<file path="src/rtl/branch_predict_unit.sv">
// Bimodal branch predictor: a table of 2-bit saturating counters indexed by PC,
// with execute-stage branch resolution, a flush request and saturating statistics.
module branch_predict_unit #(
  parameter int unsigned IDX_BITS   = 4,
  parameter int unsigned CNT_W      = 16,
  parameter logic [1:0]  INIT_STATE = 2'b01
) (
  input  logic             clk,
  input  logic             rst,
  input  logic [31:0]      pc_f,
  output logic             pred_taken,
  input  logic             upd_valid,
  input  logic [31:0]      pc_e,
  input  logic [2:0]       f3,
  input  logic             zero,
  input  logic             neg,
  input  logic             ltu,
  input  logic             pred_e,
  output logic             taken_e,
  output logic             mispredict,
  output logic [CNT_W-1:0] br_count,
  output logic [CNT_W-1:0] miss_count
);

  localparam int unsigned Entries = 1 << IDX_BITS;

  logic [1:0]          r_bht [Entries];
  logic [CNT_W-1:0]    r_br_count;
  logic [CNT_W-1:0]    r_miss_count;

  logic [IDX_BITS-1:0] w_idx_f;
  logic [IDX_BITS-1:0] w_idx_e;
  logic                w_legal;
  logic                w_cond;
  logic                w_update;
  logic [1:0]          w_entry_e;
  logic                w_unused;

  assign w_idx_f = pc_f[IDX_BITS+1:2];
  assign w_idx_e = pc_e[IDX_BITS+1:2];
  assign w_unused = ^{pc_f[31:IDX_BITS+2], pc_f[1:0], pc_e[31:IDX_BITS+2], pc_e[1:0]};

  // No bypass: lookup always sees the registered entry.
  assign pred_taken = r_bht[w_idx_f][1];

  always_comb begin
    w_legal = 1'b1;
    w_cond  = 1'b0;
    case (f3)
      3'b000:  w_cond = zero;
      3'b001:  w_cond = ~zero;
      3'b100:  w_cond = neg;
      3'b101:  w_cond = ~neg;
      3'b110:  w_cond = ltu;
      3'b111:  w_cond = ~ltu;
      default: w_legal = 1'b0;
    endcase
  end

  assign w_update   = upd_valid & w_legal;
  assign taken_e    = w_update & w_cond;
  assign mispredict = w_update & (taken_e != pred_e);
  assign w_entry_e  = r_bht[w_idx_e];

  always_ff @(posedge clk) begin
    if (rst) begin
      for (int i = 0; i < Entries; i++) begin
        r_bht[i] <= INIT_STATE;
      end
      r_br_count   <= '0;
      r_miss_count <= '0;
    end else if (w_update) begin
      if (taken_e) begin
        if (w_entry_e != 2'b11) r_bht[w_idx_e] <= w_entry_e + 2'd1;
      end else begin
        if (w_entry_e != 2'b00) r_bht[w_idx_e] <= w_entry_e - 2'd1;
      end
      if (r_br_count != '1) r_br_count <= r_br_count + 1'b1;
      if (mispredict && (r_miss_count != '1)) r_miss_count <= r_miss_count + 1'b1;
    end
  end

  assign br_count   = r_br_count;
  assign miss_count = r_miss_count;

endmodule
</file>
<file path="config.mk">
export PLATFORM = sky130hd
export DESIGN_NAME = branch_predict_unit
export DESIGN_NICKNAME = d
export VERILOG_FILES = /design/src/rtl/branch_predict_unit.sv
export SDC_FILE = /design/constraint.sdc
export NUM_CORES = 1
export LEC_CHECK = 0
export ABC_CLOCK_PERIOD_IN_PS = 3000
export BUFFER_PORTS_ARGS = -buffer_cell sky130_fd_sc_hd__buf_2
export CORE_ASPECT_RATIO = 1.5
export CORE_MARGIN = 2
export CORE_UTILIZATION = 25
export CTS_BUF_LIST = sky130_fd_sc_hd__clkbuf_4 sky130_fd_sc_hd__clkbuf_8
export CTS_CLUSTER_DIAMETER = 150
export DETAILED_ROUTE_END_ITERATION = 8
export SYNTH_ARGS = -nofsm -noshare
export SYNTH_HDL_FRONTEND = slang
export SYNTH_SLANG_ARGS = --single-unit
export TNS_END_PERCENT = 20
</file>
<file path="constraint.sdc">
create_clock -name clk -period 3 [get_ports clk]
set_clock_uncertainty 0.05 [all_clocks]
set_input_delay 0.3 -clock clk [delete_from_list [all_inputs] [get_ports clk]]
set_output_delay 0.3 -clock clk [all_outputs]
set_load 0.1 [all_outputs]
</file>
### After elaboration in Yosys (flattened, before gate mapping)

Memories as Yosys holds them, arrays and structs flattened.
Cells that the tools add are included.

* input bits: 74
* logic and storage cells: 48
* memory bits (writable): 32
* output and inout bits: 35
* register bits after elaboration: 32
* memories: 1

Memory list
* r_bht: depth 16, width 2, read ports 2, clocked after memory_dff 0, write ports 16, line 27 `logic [1:0] r_bht [Entries];`

* add/sub/neg operators: 4
* equal/unequal tests: 9
* reductions and logical operators: 7
* bitwise operators: 7
* muxes and demuxes: 18

Operators with widths (number)
* $add A16 B1 Y16 const B: 2
* $ne A16 B16 Y1 const B: 2
* $mux W1: 14
* $eq A3 B3 Y1 const B: 4
* $pmux W1 S6: 1
* $reduce_or A6 Y1: 1
* $mux W2: 2
* $mux W4: 1
* $reduce_and A2 Y1: 2
* $and A1 B1 Y1: 3
* $eq A3 B1 Y1 const B: 1
* $logic_not A3 Y1: 1
* $not A1 Y1: 3
* $add A2 B1 Y2 const B: 1
* $ne A2 B2 Y1 const B: 1
* $reduce_bool A2 Y1: 1
* $reduce_or A2 Y1: 1
* $sub A2 B1 Y2 const B: 1
* $logic_and A1 B1 Y1: 1
* $ne A1 B1 Y1: 1
* $or A1 B1 Y1: 1

### Depth between registers and ports, before layout

* depth in word-level cells: 12
* gate-level depth with buffers: 8
* depth with buffers taken out: 6

### Least setup slack after synthesis

Ideal clock, no wire load.

* path type: register -> register
* from: reg r_miss_count[6], in the netlist miss_count[6]
* to: reg r_miss_count[1], in the netlist miss_count[1]
* data required time: 2.822 ns
* path buffers: 2
* data arrival time: 2.728 ns
* setup slack: 0.095 ns
* setup time: 0.128 ns
* clock period less this slack: 2.905 ns
* stages on the path, launching flop included: 9
* cells stage by stage: dfxtp_1 -> nand4_1 -> nor2_1 -> a311oi_1 -> mux2i_1 -> clkbuf_1 -> clkbuf_1 -> mux2i_1 -> nor2_1

* longest elaborated chain between the ends: 3

RTL lines
* start: declaration: line 29 `logic [CNT_W-1:0] r_miss_count;`
* start signal: assignment: line 79 `if (mispredict && (r_miss_count != '1)) r_miss_count <= r_miss_count + 1'b1;`
* $ne A16 B16 Y1: line 79
* $logic_and A1 B1 Y1: line 79
* $reduce_and A2 Y1 (no source line)

Every way passes these cells.
A chain may end at the register's enable or synchronous reset.

==> results.md <==
- Status: complete, no violations
- Initial antenna violation count: 0
- Clock sinks: 64
- Per-cell routed wire length: 14.68 um
- CP max FO: 6
- Cell Area, Synth: 3423 um^2
- Final Setup Violations: 0
- Hold buffer count at cts: 0
- Vias in the first global route: 2788
- Final hold violation count: 0
- Fill cell count: 1413
- Number of synthesized flops with an enable pin: 32
- Initial Util: 25.42%
- CP Cell Sequence: mux4_2 > a22oi_1 > nand3_1 > a2111oi_4 > o21ai_1 > buf_4 > o21bai_1
- Worst hold path class: in2reg
- Worst R2R Start: r_bht[2][1]
- Flop2flop setup slack: 340 ps
- Post-Synth Simple-Gate Area: 20.87%
- Post-DP HPWL: 6324 um
- Pin count of the biggest net entering global routing: 31
- DRT antenna net count: 0
- Placed instance area: 3964 um^2
- Fin nets: 474
- Final WL: 8281 um
- Via/cell ratio: 4.895
- Largest vdd supply drop: 0.0002018 V
- Worst path top cell family by delay: compound AO/OA/AOI/OAI gates
- Met3 usage: 3.378%
- Vias after detailed routing: 2761
- DRT iter0 DRCs: 59
- Top FF cell, synth: edfxtp_1
- Worst hold stages: 3
- Post-CTS Resized: 0
- Fin util: 30.83%
- RSZ-0062 raised after global routing: no
- Final worst path period share: 88.77%
- Full die area: 14660 um^2
- Compound-Gate Fraction of Synth Area: 12.43%
- Async set-reset flop share out of synthesis: 0%
- Critical path launch point type: register
- H-tree lvl count: 3
- Finished Cell Area: 4151 um^2
- Root Driver: clkbuf_8
- Worst Tran Pin Value: 819.6 ps
- Syn_nets: 410
- Core Region: 13470 um^2
- CTS tree: done
- Total gr overflow: 0
- Slew HR: 44.99%
- Area delta synth->final: 21.27%
- WP data arrival: 2650 ps
- Hold endpoint: br_count[1]
- First-pass GRT wire length: 13680 um
- R2r endpoint: r_bht[4][1]
- Met1 Resource Use GR: 12.76%
- #FFs+latches synth: 64
- Reg2reg path depth: 7
- Most frequent cells in the layout: buf_2, nor2_1, dfxtp_1, edfxtp_1, buf_4
- Hold Slack: 405.1 ps
- CP bufs+invs: 1
- Largest family of logic cells by synthesized area: simple AND/OR/NAND/NOR gates
- Clock transition at path regs: 70 ps
- GR peak layer: met2
- Clock Latency Late Sink: 350 ps
- Leakage power: 1.456 nW
- Clk buf depth: 2
- Slew Viols, Final: 0
- Cells after Synth: 334
- Adder-Cell Fraction of Synth Area: 0.7310%
- HP Start: rst
- Max Cap Viol: 0
- I/O Buffers: 52
- Worst path max stage delay: 480 ps
- PnR worst setup slack: 337.0 ps
- Routability cong.: 0.6960
- Avg Inst Size Synth: 10.25 um^2
- Number of distinct library cells after synthesis: 43
- Required time worst endpoint: 2980 ps
- Pwr/cell area: 464.0 nW/um^2
- Setup TNS: 0 ps
- Die H: 147.3 um
- # diodes: 0
- Post-Place Setup Slack: 77.20 ps
- Met2 usage in global routing: 21.99%
- Fmax: 0.3755 GHz
- Critical Setup Path Class: reg2reg
- Slowest cell on the critical path: mux4_2
- Number of synthesis warnings: 0
- Router iterations before antenna repair: 4
- Die Span X: 99.55 um
- Leading cell type in the layout, fill and taps excluded: buf_2
- Synth Area in XOR/XNOR: 4.349%
- DRC viols: 0
- Clock buffers created by TritonCTS: 9
- I/O pin total: 109
- Gr usage total: 11.99%
- Post CTS Setup Buffer Count: 0
- Row count: 52
- Register area share after synthesis: 46.78%
- Tmin final: 2663 ps
- Mux cell area share after synthesis: 11.73%
- Share of layout cells above drive strength 1: 26.62%
- Setup crit end kind: register
Yosys cell counts (all sizes together) (2+ instances only):
cell | n | area (um^2)
nor4 | 2 | 12.51
nor3b | 5 | 37.54
o21ai | 15 | 75.07
nand3 | 16 | 80.08
clkbuf | 14 | 52.55
a22oi | 2 | 15.01
nand2 | 20 | 75.07
a31oi | 2 | 12.51
or3 | 11 | 68.82
o21bai | 13 | 97.59
a21o | 3 | 22.52
nand4 | 5 | 31.28
buf | 6 | 31.27
inv | 6 | 22.52
xor2 | 10 | 87.58
a21oi | 17 | 85.08
edfxtp | 32 | 960.9
dfxtp | 32 | 640.6
mux2i | 8 | 108.9
ha | 2 | 25.02
and3 | 4 | 25.02
xnor2 | 7 | 61.31
nor3 | 18 | 90.09
or4 | 4 | 30.03
mux4 | 13 | 292.8
nor2 | 33 | 123.9
o31ai | 4 | 30.03
nor2b | 5 | 31.28
nand2b | 15 | 93.84
a311oi | 2 | 17.52
kinds of logic (layout without fill, tap and decap cells):
| kind of cell | after synthesis | after routing |
|---|---|---|
| AND/OR/NAND/NOR | 140 | 140 |
| AO/OA/AOI/OAI | 64 | 64 |
| flip-flops | 64 | 64 |
| buffers and inverters | 26 | 94 |
| multiplexers | 21 | 21 |
| XOR/XNOR | 17 | 17 |
| adder cells (fa/ha/maj) | 2 | 2 |
worst max-delay path by stage:
stage | slack, ps | start | cells after the start | to
after floorplan | 90 | miss_count[6] | 8 | miss_count[1]
after global placement | 130 | pc_e[3] | 8 | r_bht[0][0]
after detailed placement | 80 | pc_e[3] | 8 | r_bht[10][0]
after CTS | 280 | r_bht[2][1] | 7 | r_bht[10][0]
after global routing | 170 | r_bht[2][1] | 7 | r_bht[15][1]
final | 340 | r_bht[2][1] | 7 | r_bht[4][1]
where the power goes:
group	switching [mW]	total [mW]	internal (mW)
Combinational	0.181	0.271	0.0904
Sequential	0.0118	0.944	0.932
Clock	0.320	0.711	0.392
flip-flops by register name, summed over array words and instances, names as in the netlist:
register,flops
r_bht,32
br_count,16
miss_count,16
worst reg2reg max path, stage by stage (launching register included):
cell       delay, ps
edfxtp_1         400
mux4_2           490
a22oi_1          190
nand3_1          200
a2111oi_4        410
o21ai_1          220
buf_4            200
o21bai_1         200
routing by layer:
metal	up-vias	share of wire, %
li1	1366	-
met1	1328	39
met2	55	55
met3	12	4.0
met4	0	1.8
met5	-	0
area by class of cell:
type	instances	area [um^2]	area share, %
timing repair buffer	73	417.9	10.07
sequential	64	1602	38.58
clock buffer	15	187.7	4.521
inverter	6	22.52	0.5425
tap	162	202.7	4.882
multi-input combinational	244	1719	41.41
per-stage QoR:
| stage | cells | total power [mW] |
|---|---|---|
| after floorplan | 334 | 1.154 |
| after global placement | 549 | 1.230 |
| after detailed placement | 549 | 1.235 |
| after CTS | 564 | 1.953 |
| after global routing | 564 | 2.009 |
| final | 564 | 1.926 |
Note: power is estimated with default switching activity, not from simulation.
